### config.mk
export PLATFORM = sky130hd
export DESIGN_NAME = part_4_sub_seq
export DESIGN_NICKNAME = d
export VERILOG_FILES = /design/src/rtl/part_4_sub_seq.sv
export SDC_FILE = /design/constraint.sdc
export NUM_CORES = 1
export LEC_CHECK = 0
export ABC_AREA = 1
export BUFFER_PORTS_ARGS = -buffer_cell sky130_fd_sc_hd__buf_4
export CAP_MARGIN = 10
export CORE_MARGIN = 1.5
export CORE_UTILIZATION = 54
export DETAILED_ROUTE_END_ITERATION = 7
export GPL_TIMING_DRIVEN = 0
export PLACE_DENSITY = 0.91
export REMOVE_ABC_BUFFERS = 1
export SETUP_SLACK_MARGIN = 0.4
export SYNTH_ARGS = -nofsm -noshare
export SYNTH_HDL_FRONTEND = slang
export SYNTH_SLANG_ARGS = --single-unit
### constraint.sdc
create_clock -name clk -period 3.3 [get_ports clk]
set_clock_uncertainty 0.1 [all_clocks]
set_input_delay 0.495 -clock clk [delete_from_list [all_inputs] [get_ports clk]]
set_output_delay 0.495 -clock clk [all_outputs]
set_load 0.005 [all_outputs]
### src/rtl/part_4_sub_seq.sv
// Multi-cycle subtractor: diff = a - b, one SLICE_W-bit slice per clock, LSB slice first.
// Implemented as a + ~b + 1 with the carry kept in a register between slices.
module part_4_sub_seq #(
  parameter int unsigned DATA_W  = 32,
  parameter int unsigned SLICE_W = 8
) (
  input  logic              clk,
  input  logic              reset,
  input  logic              start,
  input  logic [DATA_W-1:0] a,
  input  logic [DATA_W-1:0] b,
  output logic              busy,
  output logic              done,
  output logic [DATA_W-1:0] diff,
  output logic              borrow,
  output logic              overflow
);

  localparam int unsigned NS    = DATA_W / SLICE_W;
  localparam int unsigned IDX_W = (NS > 1) ? $clog2(NS) : 1;
  localparam int unsigned MSB   = DATA_W - 1;

  typedef enum logic [1:0] {IDLE, CALC, DONE} state_t;

  state_t              state, state_n;
  logic [DATA_W-1:0]   a_r, a_n;
  logic [DATA_W-1:0]   nb_r, nb_n;
  logic                carry, carry_n;
  logic [IDX_W-1:0]    idx, idx_n;
  logic [DATA_W-1:0]   diff_n;
  logic                busy_n, done_n, borrow_n, overflow_n;
  logic [SLICE_W-1:0]  a_sl, nb_sl;
  logic [SLICE_W:0]    sum;

  // State and datapath registers; reset discards any operation in flight.
  always_ff @(posedge clk) begin
    if (reset) begin
      state    <= IDLE;
      a_r      <= '0;
      nb_r     <= '0;
      carry    <= 1'b0;
      idx      <= '0;
      diff     <= '0;
      busy     <= 1'b0;
      done     <= 1'b0;
      borrow   <= 1'b0;
      overflow <= 1'b0;
    end else begin
      state    <= state_n;
      a_r      <= a_n;
      nb_r     <= nb_n;
      carry    <= carry_n;
      idx      <= idx_n;
      diff     <= diff_n;
      busy     <= busy_n;
      done     <= done_n;
      borrow   <= borrow_n;
      overflow <= overflow_n;
    end
  end

  // Select the current operand slices and add them with the running carry.
  always_comb begin
    a_sl  = '0;
    nb_sl = '0;
    for (int i = 0; i < NS; i++) begin
      if (idx == IDX_W'(i)) begin
        a_sl  = a_r[i*SLICE_W +: SLICE_W];
        nb_sl = nb_r[i*SLICE_W +: SLICE_W];
      end
    end
    sum = {1'b0, a_sl} + {1'b0, nb_sl} + {{SLICE_W{1'b0}}, carry};
  end

  // Next-state and next-output logic.
  always_comb begin
    state_n    = state;
    a_n        = a_r;
    nb_n       = nb_r;
    carry_n    = carry;
    idx_n      = idx;
    diff_n     = diff;
    busy_n     = busy;
    done_n     = 1'b0;
    borrow_n   = borrow;
    overflow_n = overflow;
    case (state)
      IDLE: begin
        if (start) begin
          state_n = CALC;
          a_n     = a;
          nb_n    = ~b;
          carry_n = 1'b1;
          idx_n   = '0;
          diff_n  = '0;
          busy_n  = 1'b1;
        end
      end
      CALC: begin
        for (int i = 0; i < NS; i++) begin
          if (idx == IDX_W'(i)) diff_n[i*SLICE_W +: SLICE_W] = sum[SLICE_W-1:0];
        end
        carry_n = sum[SLICE_W];
        idx_n   = idx + IDX_W'(1);
        if (idx == IDX_W'(NS - 1)) begin
          state_n    = DONE;
          idx_n      = '0;
          done_n     = 1'b1;
          borrow_n   = ~sum[SLICE_W];
          overflow_n = (a_r[MSB] != ~nb_r[MSB]) && (diff_n[MSB] != a_r[MSB]);
        end
      end
      DONE: begin
        state_n = IDLE;
        busy_n  = 1'b0;
      end
      default: begin
        state_n = IDLE;
        busy_n  = 1'b0;
      end
    endcase
  end

endmodule

# After elaboration in Yosys (flattened, before gate mapping)
# Index checks and enable logic that the tools add are counted.
# op_classes
n_addsub,3
eq_ne,11
n_mux,25
n_bitwise,4
reduce_logical,14
# ops
operator,count
$mux W8,13
$pmux W32 S2,1
$mux W32,1
$not A32 Y32,1
$reduce_and A3 Y1,4
$ne A2 B2 Y1 const B,5
$reduce_and A2 Y1,5
$add A8 B8 Y9,1
$add A9 B1 Y9,1
$mux W2,4
$pmux W2 S2,2
$eq A2 B1 Y1 const B,2
$eq A2 B2 Y1 const B,2
$logic_not A2 Y1,2
$pmux W1 S2,2
$not A1 Y1,3
$add A2 B1 Y2 const B,1
$mux W1,2
$ne A1 B1 Y1,2
$reduce_bool A2 Y1,1
$reduce_or A2 Y1,1
$logic_and A1 B1 Y1,1
# word_totals
reg_bits,105
in_bits,67
wordCells,71

# Longest topological paths before layout
# Gate-level depths: netlist (run 1).
# depth
word_depth,11
depth_mapped,22

# Worst setup path after synthesis (run 1)
# OpenSTA, ideal clock, no wires.
# synth_timing
path_kind,flip-flop to flip-flop
from,register idx[1]
to,register diff[20]
setup_ns,0.070
arrival_time_ns,2.703
slack_ns,0.427
path_stages_with_launch,19
period_less_slack_ns,2.873
path_cell_list,dfxtp_1 inv_1 ha_1 buf_2 inv_1 nand2_1 inv_1 buf_4 a22oi_1 o21ai_0 o21ai_0 fa_1 inv_1 fa_1 nand3_1 nand2_1 xnor2_1 or2_2 a21oi_1
# synth_via
elab_chain_len,9
elab_cells_between_ends,18
# synth_rtl
element,line,source
"start, declared",29,"logic [IDX_W-1:0] idx, idx_n;"
"start signal, assigned",53,idx <= idx_n;
$logic_not A2 Y1,67,if (idx == IDX_W'(i)) begin
$mux W8 (4 in a row),67,
$add A8 B8 Y9,72,"sum = {1'b0, a_sl} + {1'b0, nb_sl} + {{SLICE_W{1'b0}}, carry};"
$add A9 B1 Y9,72,
$mux W8,101,if (idx == IDX_W'(i)) diff_n[i*SLICE_W +: SLICE_W] = sum[SLICE_W-1:0];
$pmux W32 S2,87,case (state)
"end signal, assigned",54,diff <= diff_n;
"end, declared",14,"output logic [DATA_W-1:0] diff,"
# Parallel ways exist; a longest one is shown, timed or not. The select of a mux whose other input is x is not followed.
# A chain may end at the register's enable or synchronous reset.

# Worst setup path after layout (run 1)
# layout_timing
from,register idx[0]
to,register carry
# layout_via
elab_chain_len,8
elab_cells_between_ends,15
# layout_rtl
element,line,source
$logic_not A2 Y1,67,
$mux W8 (4 in a row),67,
$add A8 B8 Y9 *,72,
$add A9 B1 Y9 *,72,
$pmux W1 S2 *,87,
"end signal, assigned",52,carry <= carry_n;
"end, declared",28,"logic carry, carry_n;"
# Every way passes the cells marked *; elsewhere a longest branch is shown, timed or not.

==> results.toml, run 1 <==
[timing]
min_period_ns = 3.12
rsz0062_at_grt = "yes"
hold_slack_ns = 0.166
period_share = 0.945
setup_viol_count_final = 0
report.final.slew_viol_count = 0
worst_pin_slew_ns = 0.917
slew_headroom = 0.389
hold_violations = 0
fmax_mhz = 321
tns_ns = 0

[power]
p_seq_frac = 0.488
power_density_nw_per_um2 = 509
peakVddDrop_uv = 259
switchingPower_w = 0.000947
internal_power_w = 0.00199
p_comb_frac = 0.236
switching_share = 0.323
p_leak_nw = 2.52
p_clk_frac = 0.277
finalPower_w = 0.00293

[grt]
grt_pass1_wl_mm = 18.4
grt_util_all_layers = 0.269
grt_pass1_vias = 4106
grt_overflow = 0
grt_max_degree = 102
antenna_found_initial = 0

[placement]
place_area_um2 = 5170
numPortBuffers = 102
hpwl_mm = 7.14
placed_cells = 740
place_congestion = 0.858

[synthesis]
syn_inst = 570
synth.area.top_cells = "dfxtp_1 47%, o21ai_0 11%, a21oi_1 9.8%"
synth_most_common_cell = "dfxtp_1"
synth.top_cell.area_share = 0.469
syn_avg_cell_area_um2 = 7.86
async_flop_share = 0
yosysSeqAreaShare = 0.469
synth-seq-cells = 105
yosysTopAreaCell = "dfxtp_1"
synth_flop_cell = "dfxtp_1"
synth_edf_count = 0
synth_cell_types = 33
yosysWarnings = 0
netlist_top_cells_count = "105 x dfxtp_1, 101 x o21ai_0, 93 x nor2_1"
synth_area_um2 = 4480

[worst_setup_path]
cp_slowest_stage_delay_ns = 0.42
crit_fanout = 4
end_kind = "flop"
cp.required_ns = 3.49
cp_cell_sequence = "inv_6 > ha_4 > nand2_4 > clkinvlp_4 > a22oi_2 > o21ai_1 > o21ai_1 > fa_2 > inv_2 > fa_2 > nand4_1 > o211ai_1 > a31oi_1 > nand2_1 > nand2_1 > inv_1"
critPathKind = "reg2reg"
critPathArrivalTime_ns = 3.31
cp_num_buf_inv = 4
crit_slowest_cell = "dfxtp_4"
reg2reg_from = "idx[0]"
cp-start-kind = "flop"
crit_family = "compound AO/OA/AOI/OAI gates"
startpoint = "idx[0]"

[layout]
final_area_um2 = 5760
area_delta_synth_final_pct = 28.5
drive_above_1_share = 0.292
fin_cells = 773
nets = 743
diodes = 0

[route]
routed_wl_mm = 11.9
viasPerCell = 5.54
drc = 0
first_iter_violations = 299
ant_nets = 0
vias = 4284
firstDrtPassIters = 5
routedWlPerCell_um = 15.4

[floorplan]
die-area_um2 = 8850
io-pin-count = 103
start_util = 0.551
rows = 33
coreArea_um2 = 8130
fp.dieW_um = 94.1
die_h_um = 94.1

[outcome]
status = "completed"

[clock_network]
clock_sinks = 105
cts_buffers = 9
cts_root_buf = "clkbuf_8"
clock_tree.buffer_depth = 2
cts_tree = "built"
clock_latency_ns = 0.39
clk_pin_slew_ns = 0.11
h-tree-depth = 3

[min_path]
min_from = "b[5]"
hold_class = "in2reg"

[run]
drv_cap = 0
placed cells by master (no fill, tap or decap), drive strengths merged:
cell type and count:
a22oi 9, xor2 2, or2 2, nand4 1, a32o 1, nand3b 2, a221oi 1, o211ai 1
ha 11, a21oi 91, nand2 53, o21ai 105, a22o 6, nand3 16, dfxtp 105, a31oi 1
clkinvlp 3, clkinv 3, buf 118, inv 29, nor2 95, fa 2, clkbuf 9, xnor2 2
registers in the layout (all words and copies together), names as in the netlist:
register,count
idx,2
overflow,1
a_r,32
borrow,1
diff,32
nb_r,32
done,1
busy,1
carry,1
state,2
power groups by stage:
| stage | sequential (W) | combinational (W) | clock (W) |
|---|---|---|---|
| finish | 0.00143 | 0.000692 | 0.000811 |
| global route | 0.00144 | 0.000755 | 0.000866 |
| floorplan | 0.00144 | 0.000338 | 0 |
| CTS | 0.00143 | 0.000635 | 0.000811 |
| global placement | 0.00145 | 0.000534 | 0 |
| detailed placement | 0.00145 | 0.000552 | 0 |
worst paths after layout:
check / to / slack [ns] / cells after the start
hold / removal: nb_r[5] / 0.17 / 2
setup / recovery: carry / 0.18 / 16
setup reg to reg: carry / 0.18 / 16
hold reg to reg: diff[29] / 0.38 / 2
timing repair:
| action | CTS | global route |
|---|---|---|
| hold buffers | 0 | 0 |
| cloned | 1 | 0 |
| pin swaps | 14 | 14 |
| buffers inserted | 13 | 2 |
| setup endpoints to repair | 35 | 24 |
| resized for setup | 38 | 26 |
stage by stage:
step           setup WS (ns)   util
5_1_grt                0.165  0.708
6_report               0.181  0.708
3_3_place_gp          -0.452  0.636
2_1_floorplan          0.364      -
3_5_place_dp          -0.575  0.636
4_1_cts                0.402  0.690
per-layer routing:
layer | GRT usage | up-vias | wire [µm]
li1 | - | 2110 | -
met1 | 0.318 | 1947 | 4900
met2 | 0.449 | 184 | 5890
met3 | 0.0696 | 43 | 827
met4 | 0.136 | 0 | 325
met5 | 0 | - | 0
final cells by class:
cell class	count	area (µm²)
clock buffers	9	124
clock inverters	7	81.3
fillers	613	2380
inverters	27	121
multi-input cells	401	2260
flip-flops and latches	105	2110
well taps	105	131
repair buffers	118	926
repair inverters	1	7.51
kinds of logic (layout without fill, tap and decap cells):
group,Yosys count,in the layout,share of synthesized area
and+or+nand+nor,169,169,0.154
adders and majority gates,13,13,0.0397
AOI/OAI and AO/OA,215,215,0.261
buffers and inverters,64,162,0.0687
xor gates and xnor gates,4,4,0.00782
DFF,105,105,0.469
Power figures use the tool's default switching activity.
==> inputs of run 2 (changes only) <==
Settings changed: RECOVER_POWER set to 50.
==> run 2 against run 1 <==
  * The run now ends with capacitance limit, slew limit left
  * Total power shrank 0.36%
  * Core utilization shrank 0.31 points
  * Die area is the same
  * Sequential power is essentially flat
  * Non-clock buffer count is the same
  * Clock power shrank 0.6%
  * Critical path depth is the same
  * Routed wire length shrank 0.71%
  * Cell count is the same
  * Critical endpoint unchanged
==> results.toml, run 2 (same netlist as run 1, synthesis figures left out) <==
[placement]
hpwl_mm = 7.14
place_congestion = 0.858
post-place-ws_ns = -0.575
numPortBuffers = 102

[route]
routed_wl_mm = 11.9
vias = 4328
routedWlPerCell_um = 15.3
ant_nets = 0
viasPerCell = 5.60
drc = 0
firstDrtPassIters = 6
first_iter_violations = 292

[clock_network]
cts_root_buf = "clkbuf_8"
clock_tree.buffer_depth = 2
cts_hold_buf = 0
cts_tree = "built"
h-tree-depth = 3
clock_latency_ns = 0.38
cts_buffers = 9
clk_pin_slew_ns = 0.11
clock_sinks = 105

[worst_setup_path]
path_depth = 16
cp_num_buf_inv = 4
reg2reg_setup_slack_ns = 0.22
critPathArrivalTime_ns = 3.27
cp.required_ns = 3.49
crit_slowest_cell = "dfxtp_4"
critPathKind = "reg2reg"
crit_family = "compound AO/OA/AOI/OAI gates"
cp_cell_sequence = "inv_6 > ha_4 > nand2_4 > clkinvlp_4 > a22oi_2 > o21ai_1 > o21ai_1 > fa_2 > inv_2 > fa_2 > nand4_1 > o211ai_1 > a31oi_1 > nand2_1 > nand2_1 > inv_1"
cp-start-kind = "flop"
crit_fanout = 4
cp_slowest_stage_delay_ns = 0.42
reg2reg_to = "carry"
reg2reg_from = "idx[0]"
end_kind = "flop"
rr_worst_depth = 16

[run]
drv_cap = 1

[timing]
min_period_ns = 3.08
report.final.slew_viol_count = 102
slew_headroom = -0.0249
tns_ns = 0
setup_slack_ns = 0.220
rsz0062_at_grt = "yes"
fmax_mhz = 325
setup_viol_count_final = 0
worst_pin_slew_ns = 1.54
hold_slack_ns = 0.174
period_share = 0.933
hold_violations = 0

[layout]
reg.largest.list = "a_r x32, diff x32, nb_r x32"
area_delta_synth_final_pct = 28.0
drive_above_1_share = 0.287
final_cell_mix = "103 x dfxtp_1, 96 x o21ai_0, 93 x nor2_1"
regArea_um2 = 2110
nets = 743
final_common_cell = "dfxtp_1"
n_fill_cell = 619
multi_input_area_um2 = 2260
diodes = 0

[floorplan]
start_util = 0.551
io-pin-count = 103
fp.dieW_um = 94.1
die-area_um2 = 8850
coreArea_um2 = 8130
rows = 33
die_h_um = 94.1

[min_path]
min_to = "nb_r[5]"
hold_class = "in2reg"
min_from = "b[5]"
min_delay_path_depth = 2

[power]
p_leak_nw = 2.49
peakVddDrop_uv = 259
finalPower_w = 0.00292
power_density_nw_per_um2 = 510

[grt]
grt_overflow = 0
grt_max_degree = 102
grt_pass1_vias = 4106
grt_util_all_layers = 0.269
antenna_found_initial = 0
grt_pass1_wl_mm = 18.4

[outcome]
status = "finished, violations left"
failed_checks = "capacitance limit, slew limit"
-- run 2: cell types whose count changed in the layout (fill, tap and decap cells not counted), sizes merged --
| cell | delta |
|---|---|
| buf | -38 |
| clkbuf | +38 |
-- run 2: area by class of cell --
class,instances,share of cell area
clock buffer,9,0.0216
clock inverter,7,0.0142
inverter,27,0.0207
multi-input combinational,401,0.394
sequential,105,0.368
tap,105,0.0229
timing repair buffer,118,0.158
timing repair inverter,1,0.00131
-- run 2: worst max path at each step --
| stage | start | end | slack [ns] |
|---|---|---|---|
| finish | idx[0] | carry | 0.22 |
| global route | reset | diff[24] | 0.11 |
| CTS | idx[0] | diff[14] | 0.40 |
| detailed placement | idx[1] | diff[12] | -0.57 |
| global placement | idx[1] | diff[12] | -0.45 |
| floorplan | idx[1] | diff[12] | 0.36 |
-- run 2: routing by layer --
metal,global-route usage,wire [µm]
met4,0.136,298
met1,0.318,4910
met3,0.0696,812
met5,0,0
met2,0.449,5830
-- run 2: through the flow --
stage | area (µm²) | util | std cells
6_report | 5730 | 0.705 | 773
5_1_grt | 5730 | 0.705 | 773
4_1_cts | 5620 | 0.690 | 770
3_5_place_dp | 5170 | 0.636 | 740
3_3_place_gp | 5170 | 0.636 | 740
2_1_floorplan | 4280 | - | 533
-- run 2: report_power, final --
| part | total [W] | internal [W] | switching [W] |
|---|---|---|---|
| clock network | 0.000806 | 0.000305 | 0.000502 |
| registers | 0.00143 | 0.00137 | 0.0000590 |
| logic | 0.000687 | 0.000308 | 0.000379 |
-- run 2: what timing repair did --
| item | CTS | global route |
|---|---|---|
| setup buffers | 13 | 2 |
| pin swaps | 14 | 14 |
| resized for setup | 38 | 26 |
| cloned | 1 | 0 |
| endpoints found under the setup margin | 35 | 24 |
